File: config.mk
export PLATFORM = sky130hd
export DESIGN_NAME = seg7_scan_decoder
export DESIGN_NICKNAME = d
export VERILOG_FILES = /design/src/rtl/seg7_scan_decoder.sv
export SDC_FILE = /design/constraint.sdc
export NUM_CORES = 1
export LEC_CHECK = 0
export ABC_AREA = 1
export CORE_MARGIN = 2
export CORE_UTILIZATION = 53
export DETAILED_ROUTE_END_ITERATION = 10
export PLACE_DENSITY = 0.82
export SETUP_SLACK_MARGIN = 0.15
export SLEW_MARGIN = 5
export SYNTH_ARGS = -nofsm -noshare
export SYNTH_HDL_FRONTEND = slang
export SYNTH_SLANG_ARGS = --single-unit
export TNS_END_PERCENT = 30
File: constraint.sdc
create_clock -name clk -period 2.05 [get_ports clk]
set_input_delay 0.205 -clock clk [delete_from_list [all_inputs] [get_ports clk]]
set_output_delay 0.205 -clock clk [all_outputs]
set_load 0.02 [all_outputs]
File: src/rtl/seg7_scan_decoder.sv
// seg7_scan_decoder: recovers per-digit BCD values from a filtered, multiplexed active-low 7-segment bus
module seg7_scan_decoder #(
  parameter int DIGITS        = 4,
  parameter int STABLE_CYCLES = 4
) (
  input  logic                  clk,
  input  logic                  rst,
  input  logic [6:0]            seg_n,
  input  logic [DIGITS-1:0]     dig_sel,
  input  logic                  err_clr,
  output logic [4*DIGITS-1:0]   bcd_out,
  output logic [DIGITS-1:0]     digit_valid,
  output logic                  upd_pulse,
  output logic [2:0]            upd_idx,
  output logic                  err
);
  localparam int CW = $clog2(STABLE_CYCLES + 1);
  localparam logic [CW-1:0] SC = CW'(STABLE_CYCLES);
  typedef enum logic [1:0] {IDLE, SETTLE, LOCKED} state_t;
  state_t state;
  logic [6:0] r_seg, p_seg;
  logic [DIGITS-1:0] r_dig, p_dig;
  logic [CW-1:0] cnt, nc;
  logic onehot, chg, go, cap, legal, blank;
  logic [3:0] val;
  logic [2:0] idx;
  always_comb begin
    onehot = (r_dig != '0) && ((r_dig & (r_dig - DIGITS'(1))) == '0);
    chg = {r_seg, r_dig} != {p_seg, p_dig};
    go = onehot && (state != LOCKED || chg);
    nc = (state == IDLE || chg) ? CW'(1) : (cnt == SC ? cnt : cnt + 1'b1);
    cap = go && nc == SC;
    idx = '0;
    for (int k = 0; k < DIGITS; k++)
      if (r_dig[k]) idx = 3'(k);
  end
  always_comb begin
    legal = 1'b1;
    blank = 1'b0;
    val = 4'd0;
    case (r_seg)
      7'b1000000: val = 4'd0;
      7'b1111001: val = 4'd1;
      7'b0100100: val = 4'd2;
      7'b0110000: val = 4'd3;
      7'b0011001: val = 4'd4;
      7'b0010010: val = 4'd5;
      7'b0000010: val = 4'd6;
      7'b1111000: val = 4'd7;
      7'b0000000: val = 4'd8;
      7'b0010000: val = 4'd9;
      7'b1111111: begin legal = 1'b0; blank = 1'b1; end
      default:    legal = 1'b0;
    endcase
  end
  always_ff @(posedge clk) begin
    if (rst) begin
      state <= IDLE;
      cnt <= '0;
      r_seg <= '0;
      r_dig <= '0;
      p_seg <= '0;
      p_dig <= '0;
      bcd_out <= '0;
      digit_valid <= '0;
      upd_pulse <= 1'b0;
      upd_idx <= '0;
      err <= 1'b0;
    end else begin
      r_seg <= seg_n;
      r_dig <= dig_sel;
      p_seg <= r_seg;
      p_dig <= r_dig;
      upd_pulse <= cap;
      err <= (err & ~err_clr) | (cap & ~legal & ~blank);
      if (!onehot) begin
        state <= IDLE;
        cnt <= '0;
      end else if (go) begin
        state <= cap ? LOCKED : SETTLE;
        cnt <= nc;
      end
      if (cap) upd_idx <= idx;
      for (int k = 0; k < DIGITS; k++)
        if (cap && r_dig[k]) begin
          if (legal) bcd_out[4*k +: 4] <= val;
          if (legal || blank) digit_valid[k] <= legal;
        end
    end
  end
endmodule

==> results.sh, run 1 <==
export IMPL_status="completed"
export IMPL_clk_latency_ns=0.31
export IMPL_numCtsBuffers=5
export IMPL_setup_viol=0
export IMPL_grt_max_degree=34
export IMPL_period_needed_ns=1.89
export IMPL_hold_violations=0
export IMPL_busiest_layer="met2"
export IMPL_yosysWarnings=0
export IMPL_dr_pass1_iters=5
export IMPL_grt_pass1_wl_um=9420
export IMPL_fill_cells=299
export IMPL_clockBufferDepth=2
export IMPL_holdBufCountCts=0
export IMPL_met3_usage_pct=3.75
export IMPL_met2_usage_pct=39.1
export IMPL_cts_sinks=51
export IMPL_rsz0062_at_grt="yes"
export IMPL_fp_dieW_um=72.1
export IMPL_met1_usage_pct=28.7
export IMPL_period_share_pct=92.3
export IMPL_grt_pass1_vias=2132
export IMPL_clk_pin_slew_worst_paths_ns=0.10
export IMPL_whs_ns=0.397
export IMPL_synth_seq_cells=51
export IMPL_synth_area_sq_mm=0.00246
export IMPL_io_buffer_count=37
export IMPL_start_util_pct=55.7
export IMPL_placementRows=24
export IMPL_via_per_inst=5.24
export IMPL_drive_gt1_share_pct=25.4
export IMPL_arrival_ns=2.14
export IMPL_track_usage_pct=23.1
export IMPL_antenna_found_initial=0
export IMPL_r2r_setup_slack_ns=0.16
export IMPL_diodes=0
export IMPL_hpwl_um=3940
export IMPL_cp_common_cell="nor2_4"
export IMPL_pre_cts_ws_ns=0.0339
export IMPL_cp_start_kind="flop"
export IMPL_final_cell_mix="nand2_1 (75), nor2_1 (59), clkdlybuf4s50_1 (37)"
export IMPL_fp_dieArea_sq_mm=0.00520
export IMPL_cts_tree="done"
export IMPL_max_stage_delay_ns=0.35
export IMPL_total_leakage_power_nw=1.49
export IMPL_endpoint_kind="flop"
export IMPL_fin_nets=413
export IMPL_synthTopCellsByArea="dfxtp_1 (42%), nand2_1 (13%), nor2_1 (9.3%)"
export IMPL_path_cells="inv_2, ha_1, nand2_2, xor2_2, nand4_4, nor2_4, buf_12, nand2_8, nor2_4, nand2_1, a21oi_2"
export IMPL_multiInputGateArea_sq_mm=0.00131
export IMPL_post_place_cells=422
export IMPL_fin_cells=450
export IMPL_final_common_cell="nand2_1"
export IMPL_fp_dieH_um=72.1
export IMPL_synthToLayoutAreaGrowth_pct=36.0
export IMPL_critical_path_slowest_cell="dfxtp_2"
export IMPL_critPathMaxFanout=6
export IMPL_clock_skew_ns=0.00974
export IMPL_p_per_area_mw_per_mm2=585
export IMPL_finalSetupTns_ns=0
export IMPL_drtAntennaViolNets=0
export IMPL_drc=0
export IMPL_synth_top_cell_area_share_pct=41.5
export IMPL_num_vias=2360
export IMPL_ioPinCount=39
export IMPL_seqCellArea_sq_mm=0.00106
export IMPL_required_ns=2.30
export IMPL_fmax_mhz=529
export IMPL_setup_slack_ns=0.159
export IMPL_ys_types=33
export IMPL_grt_ovfl_total=0
export IMPL_cts_root_buf="clkbuf_8"
export IMPL_ys_seq_area_share_pct=41.5
export IMPL_hold_path_class="primary input to flop"
export IMPL_gp_congestion=0.864
export IMPL_slew_viol_final=0
export IMPL_drt_total_wl_um=6110
export IMPL_drt_initial_drc_count=98
export IMPL_synth_largest_area_cell="dfxtp_1"
export IMPL_critical_path_class="flop to flop"
export IMPL_syn_area_per_cell_sq_um=7.32
export IMPL_h_tree_depth=2
export IMPL_routedWlPerCell_um=13.6
export IMPL_core_area_sq_mm=0.00441
export IMPL_syn_inst=336
export IMPL_syn_num_nets=352
export IMPL_maxCapViolations=0
export IMPL_ir_drop_mv=0.419
==> stage by stage <==
stage	utilization (%)	area (sq um)	power (mW)
floorplan	-	2460	1.23
global placement	65.5	2890	1.30
detailed placement	65.5	2890	1.30
CTS	70.6	3120	1.91
global route	75.8	3340	2.04
finish	75.8	3340	1.96
==> synthesized netlist by cell type <==
cell / n
dfxtp_1: 51
buf_2: 1
nand4_1: 11
clkinv_1: 3
buf_4: 2
clkbuf_1: 4
inv_1: 38
a211oi_1: 3
nor2_4: 6
nand2_2: 5
and3_1: 1
o21ai_0: 2
nor2_8: 1
a21oi_1: 13
buf_12: 1
nand4_4: 5
nand3_1: 13
nand4_2: 1
xnor2_1: 5
xor2_1: 2
nand2_8: 1
conb_1: 1
o21ai_1: 1
nor2_1: 61
nor3_1: 3
inv_2: 6
or2_2: 2
ha_1: 2
nand3b_1: 1
nor2_2: 3
o32ai_1: 1
nand2_1: 85
nor4_1: 1
==> routing by layer <==
| layer | vias up | wire length [um] |
|---|---|---|
| li1 | 1173 | - |
| met1 | 1076 | 2530 |
| met2 | 94 | 2980 |
| met3 | 17 | 440 |
| met4 | 0 | 164 |
| met5 | - | 0 |
==> repair_timing <==
action	4_1_cts	5_1_grt
endpoints found under the setup margin	19	23
setup buffers	7	12
resized for setup	14	47
hold endpoints to repair	0	0
gates cloned	1	0
pin swaps	8	18
==> sequential cells by signal (all words and copies together) (netlist names) <==
signal       flops
bcd_out         16
p_seg            7
r_seg            7
digit_valid      4
p_dig            4
r_dig            4
cnt              3
state            2
upd_idx          2
err              1
upd_pulse        1
==> kinds of logic (layout without fill, tap and decap cells) <==
logic type	count (synthesis)	in the layout	share of synthesized area (%)
AOI/OAI and AO/OA	20	20	4.53
xor gates and xnor gates	7	7	2.49
adders and majority gates	2	2	1.02
buffers and inverters	55	117	9.41
DFF	51	51	41.5
other	1	1	0.152
and+or+nand+nor	200	200	40.9
==> critical path, delay by kind of cell, from the launching register on <==
family,cells,cell delay [ns]
AOI/OAI and AO/OA,1,0.14
xor gates and xnor gates,1,0.20
adders and majority gates,1,0.21
buffers and inverters,2,0.19
DFF,1,0.35
and+or+nand+nor,6,0.76
==> power breakdown <==
group,switching (mW),leakage [nW],internal [mW]
sequential,0.0361,0.424,1.01
clock,0.331,0.0484,0.277
combinational,0.179,1.02,0.120
total,0.546,1.49,1.41
==> path summary, 6_finish.rpt <==
path | startpoint | end | cells after the start
setup reg to reg | cnt[0]$_SDFFE_PP0P_ | bcd_out[14]$_SDFFE_PP0P_ | 11
setup / recovery | cnt[0]$_SDFFE_PP0P_ | bcd_out[14]$_SDFFE_PP0P_ | 11
hold reg to reg | bcd_out[2]$_SDFFE_PP0P_ | bcd_out[2]$_SDFFE_PP0P_ | 2
hold / removal | dig_sel[3] | r_dig[3]$_SDFF_PP0_ | 3
==> cell type report <==
cell class              instances  area share [%]
flip-flops and latches         51            31.7
repair buffers                 62            18.8
inverters                      47            5.65
multi-input cells             230            39.0
clock buffers                   7            2.58
well taps                      52            1.95
clock inverters                 1           0.262
Note: power is estimated with default switching activity, not from simulation.
==> inputs of run 2 (changes only) <==
Settings changed: SLEW_MARGIN 5 to default.
==> results of run 2 <==
No change in the layout: final DEF, timing and power equal those of run 1.
==> inputs of run 3 (changes only) <==
Settings changed: TNS_END_PERCENT 30 to 5.
==> run 3 against run 2 <==
Final cell count down 0.44%. Routed wire length down 1.3%. Global-route usage unchanged. Combinational power down 2%. Count of clock-buffer cells in the layout unchanged. Sequential share of layout area up 0.12 points. Setup slack worse by 0.050 ns. Flip-flop and latch count unchanged. Register-to-register slack worse by 0.05 ns. Clock power about the same. Utilization down 0.28 points. Largest cell class unchanged. Largest power group unchanged.
==> results.sh, run 3 (synthesized netlist as in run 1, its figures left out) <==
export IMPL_routedWlPerCell_um=13.5
export IMPL_cp_start_kind="flop"
export IMPL_dr_pass1_iters=4
export IMPL_synthToLayoutAreaGrowth_pct=35.5
export IMPL_antenna_found_initial=0
export IMPL_clk_pin_slew_worst_paths_ns=0.09
export IMPL_clock_skew_ns=0.00978
export IMPL_ioPinCount=39
export IMPL_cts_sinks=51
export IMPL_endpoint_kind="flop"
export IMPL_fin_nets=411
export IMPL_cp_common_cell="nor2_4"
export IMPL_drt_total_wl_um=6030
export IMPL_critical_path_class="flop to flop"
export IMPL_gp_congestion=0.864
export IMPL_cts_root_buf="clkbuf_8"
export IMPL_hold_violations=0
export IMPL_final_common_cell="nand2_1"
export IMPL_pre_cts_ws_ns=0.0339
export IMPL_path_buf_inv=2
export IMPL_setup_slack_ns=0.109
export IMPL_period_needed_ns=1.94
export IMPL_grt_pass1_vias=2132
export IMPL_drtAntennaViolNets=0
export IMPL_drt_initial_drc_count=103
export IMPL_drc=0
export IMPL_holdBufCountCts=0
export IMPL_top_regs="bcd_out: 16 flops, p_seg: 7 flops, r_seg: 7 flops"
export IMPL_hpwl_um=3940
export IMPL_numCtsBuffers=5
export IMPL_critical_path_slowest_cell="dfxtp_2"
export IMPL_io_buffer_count=37
export IMPL_ir_drop_mv=0.425
export IMPL_grt_ovfl_total=0
export IMPL_clockBufferDepth=2
export IMPL_hold_path_class="primary input to flop"
export IMPL_maxCapViolations=0
export IMPL_clk_latency_ns=0.31
export IMPL_status="completed"
export IMPL_fill_cells=303
export IMPL_critPathMaxFanout=6
export IMPL_largest_register_ffs=16
export IMPL_diodes=0
export IMPL_required_ns=2.28
export IMPL_h_tree_depth=2
export IMPL_placementRows=24
export IMPL_num_vias=2347
export IMPL_core_area_sq_mm=0.00441
export IMPL_slew_viol_final=0
export IMPL_start_util_pct=55.7
export IMPL_fp_dieW_um=72.1
export IMPL_grt_pass1_wl_um=9420
export IMPL_rsz0062_at_grt="yes"
export IMPL_critical_path_top_delay_family="simple AND/OR/NAND/NOR gates"
export IMPL_regMostFlops="bcd_out"
export IMPL_setup_viol=0
export IMPL_track_usage_pct=23.1
export IMPL_grt_max_degree=34
export IMPL_drive_gt1_share_pct=24.5
export IMPL_via_per_inst=5.24
export IMPL_p_per_area_mw_per_mm2=585
export IMPL_final_cell_mix="nand2_1 (75), nor2_1 (60), clkdlybuf4s50_1 (37)"
export IMPL_fp_dieArea_sq_mm=0.00520
export IMPL_max_stage_delay_ns=0.35
export IMPL_fmax_mhz=515
export IMPL_cts_tree="done"
export IMPL_finalSetupTns_ns=0
export IMPL_period_share_pct=94.7
export IMPL_path_cells="inv_2, ha_1, nand2_2, xor2_2, nand4_4, nor2_4, buf_12, nand2_8, nor2_4, nor2_1, a21oi_1"
export IMPL_multiInputGateArea_sq_mm=0.00130
export IMPL_total_leakage_power_nw=1.48
export IMPL_seqCellArea_sq_mm=0.00106
export IMPL_arrival_ns=2.17
export IMPL_fp_dieH_um=72.1
run 3: layout make-up:
class	instances	area share [%]
multi-input cells	230	39.1
flip-flops and latches	51	31.8
clock buffers	7	2.59
inverters	47	5.67
clock inverters	1	0.263
well taps	52	1.95
repair buffers	60	18.6
run 3: worst register-to-register path, stage by stage (launching register included):
cell and delay [ns]:
dfxtp_2 0.35, inv_2 0.06, ha_1 0.21, nand2_2 0.12, xor2_2 0.20, nand4_4 0.13, nor2_4 0.18, buf_12 0.15
nand2_8 0.08, nor2_4 0.16, nor2_1 0.07, a21oi_1 0.17
run 3: per-layer routing:
layer	share of wire, %	vias up	global-route usage [%]
met5	0	-	0
met4	2.4	0	10.5
met3	7.0	15	3.75
met2	49	100	39.1
met1	42	1063	28.7
li1	-	1169	-
run 3: timing repair:
item,4_1_cts,5_1_grt
gates resized for setup,14,44
setup buffers,7,10
setup endpoints to repair,19,23
gates cloned,1,0
pin swaps,8,16
run 3: final timing paths:
check                           cells after the start                 endpoint                    start  slack, ns
worst min-delay path                                3      r_dig[3]$_SDFF_PP0_               dig_sel[3]       0.39
worst max register to register                     11  upd_idx[0]$_SDFFE_PP0N_      cnt[0]$_SDFFE_PP0P_       0.11
worst max-delay path                               11  upd_idx[0]$_SDFFE_PP0N_      cnt[0]$_SDFFE_PP0P_       0.11
worst min register to register                      2  bcd_out[2]$_SDFFE_PP0P_  bcd_out[2]$_SDFFE_PP0P_       0.47
run 3: power by group:
part	internal (mW)	switching [mW]	total, mW	leakage [nW]
Sequential	1.01	0.0360	1.05	0.424
Combinational	0.116	0.177	0.293	1.01
Clock	0.277	0.329	0.607	0.0484
run 3: stage by stage:
step | hold WS [ns] | total power [mW] | area, sq um | utilization, % | instances
2_1_floorplan | 0.312 | 1.23 | 2460 | - | 336
4_1_cts | 0.394 | 1.91 | 3120 | 70.6 | 438
6_report | 0.395 | 1.95 | 3330 | 75.5 | 448
3_5_place_dp | 0.455 | 1.30 | 2890 | 65.5 | 422
5_1_grt | 0.411 | 2.03 | 3330 | 75.5 | 448
3_3_place_gp | 0.451 | 1.30 | 2890 | 65.5 | 422
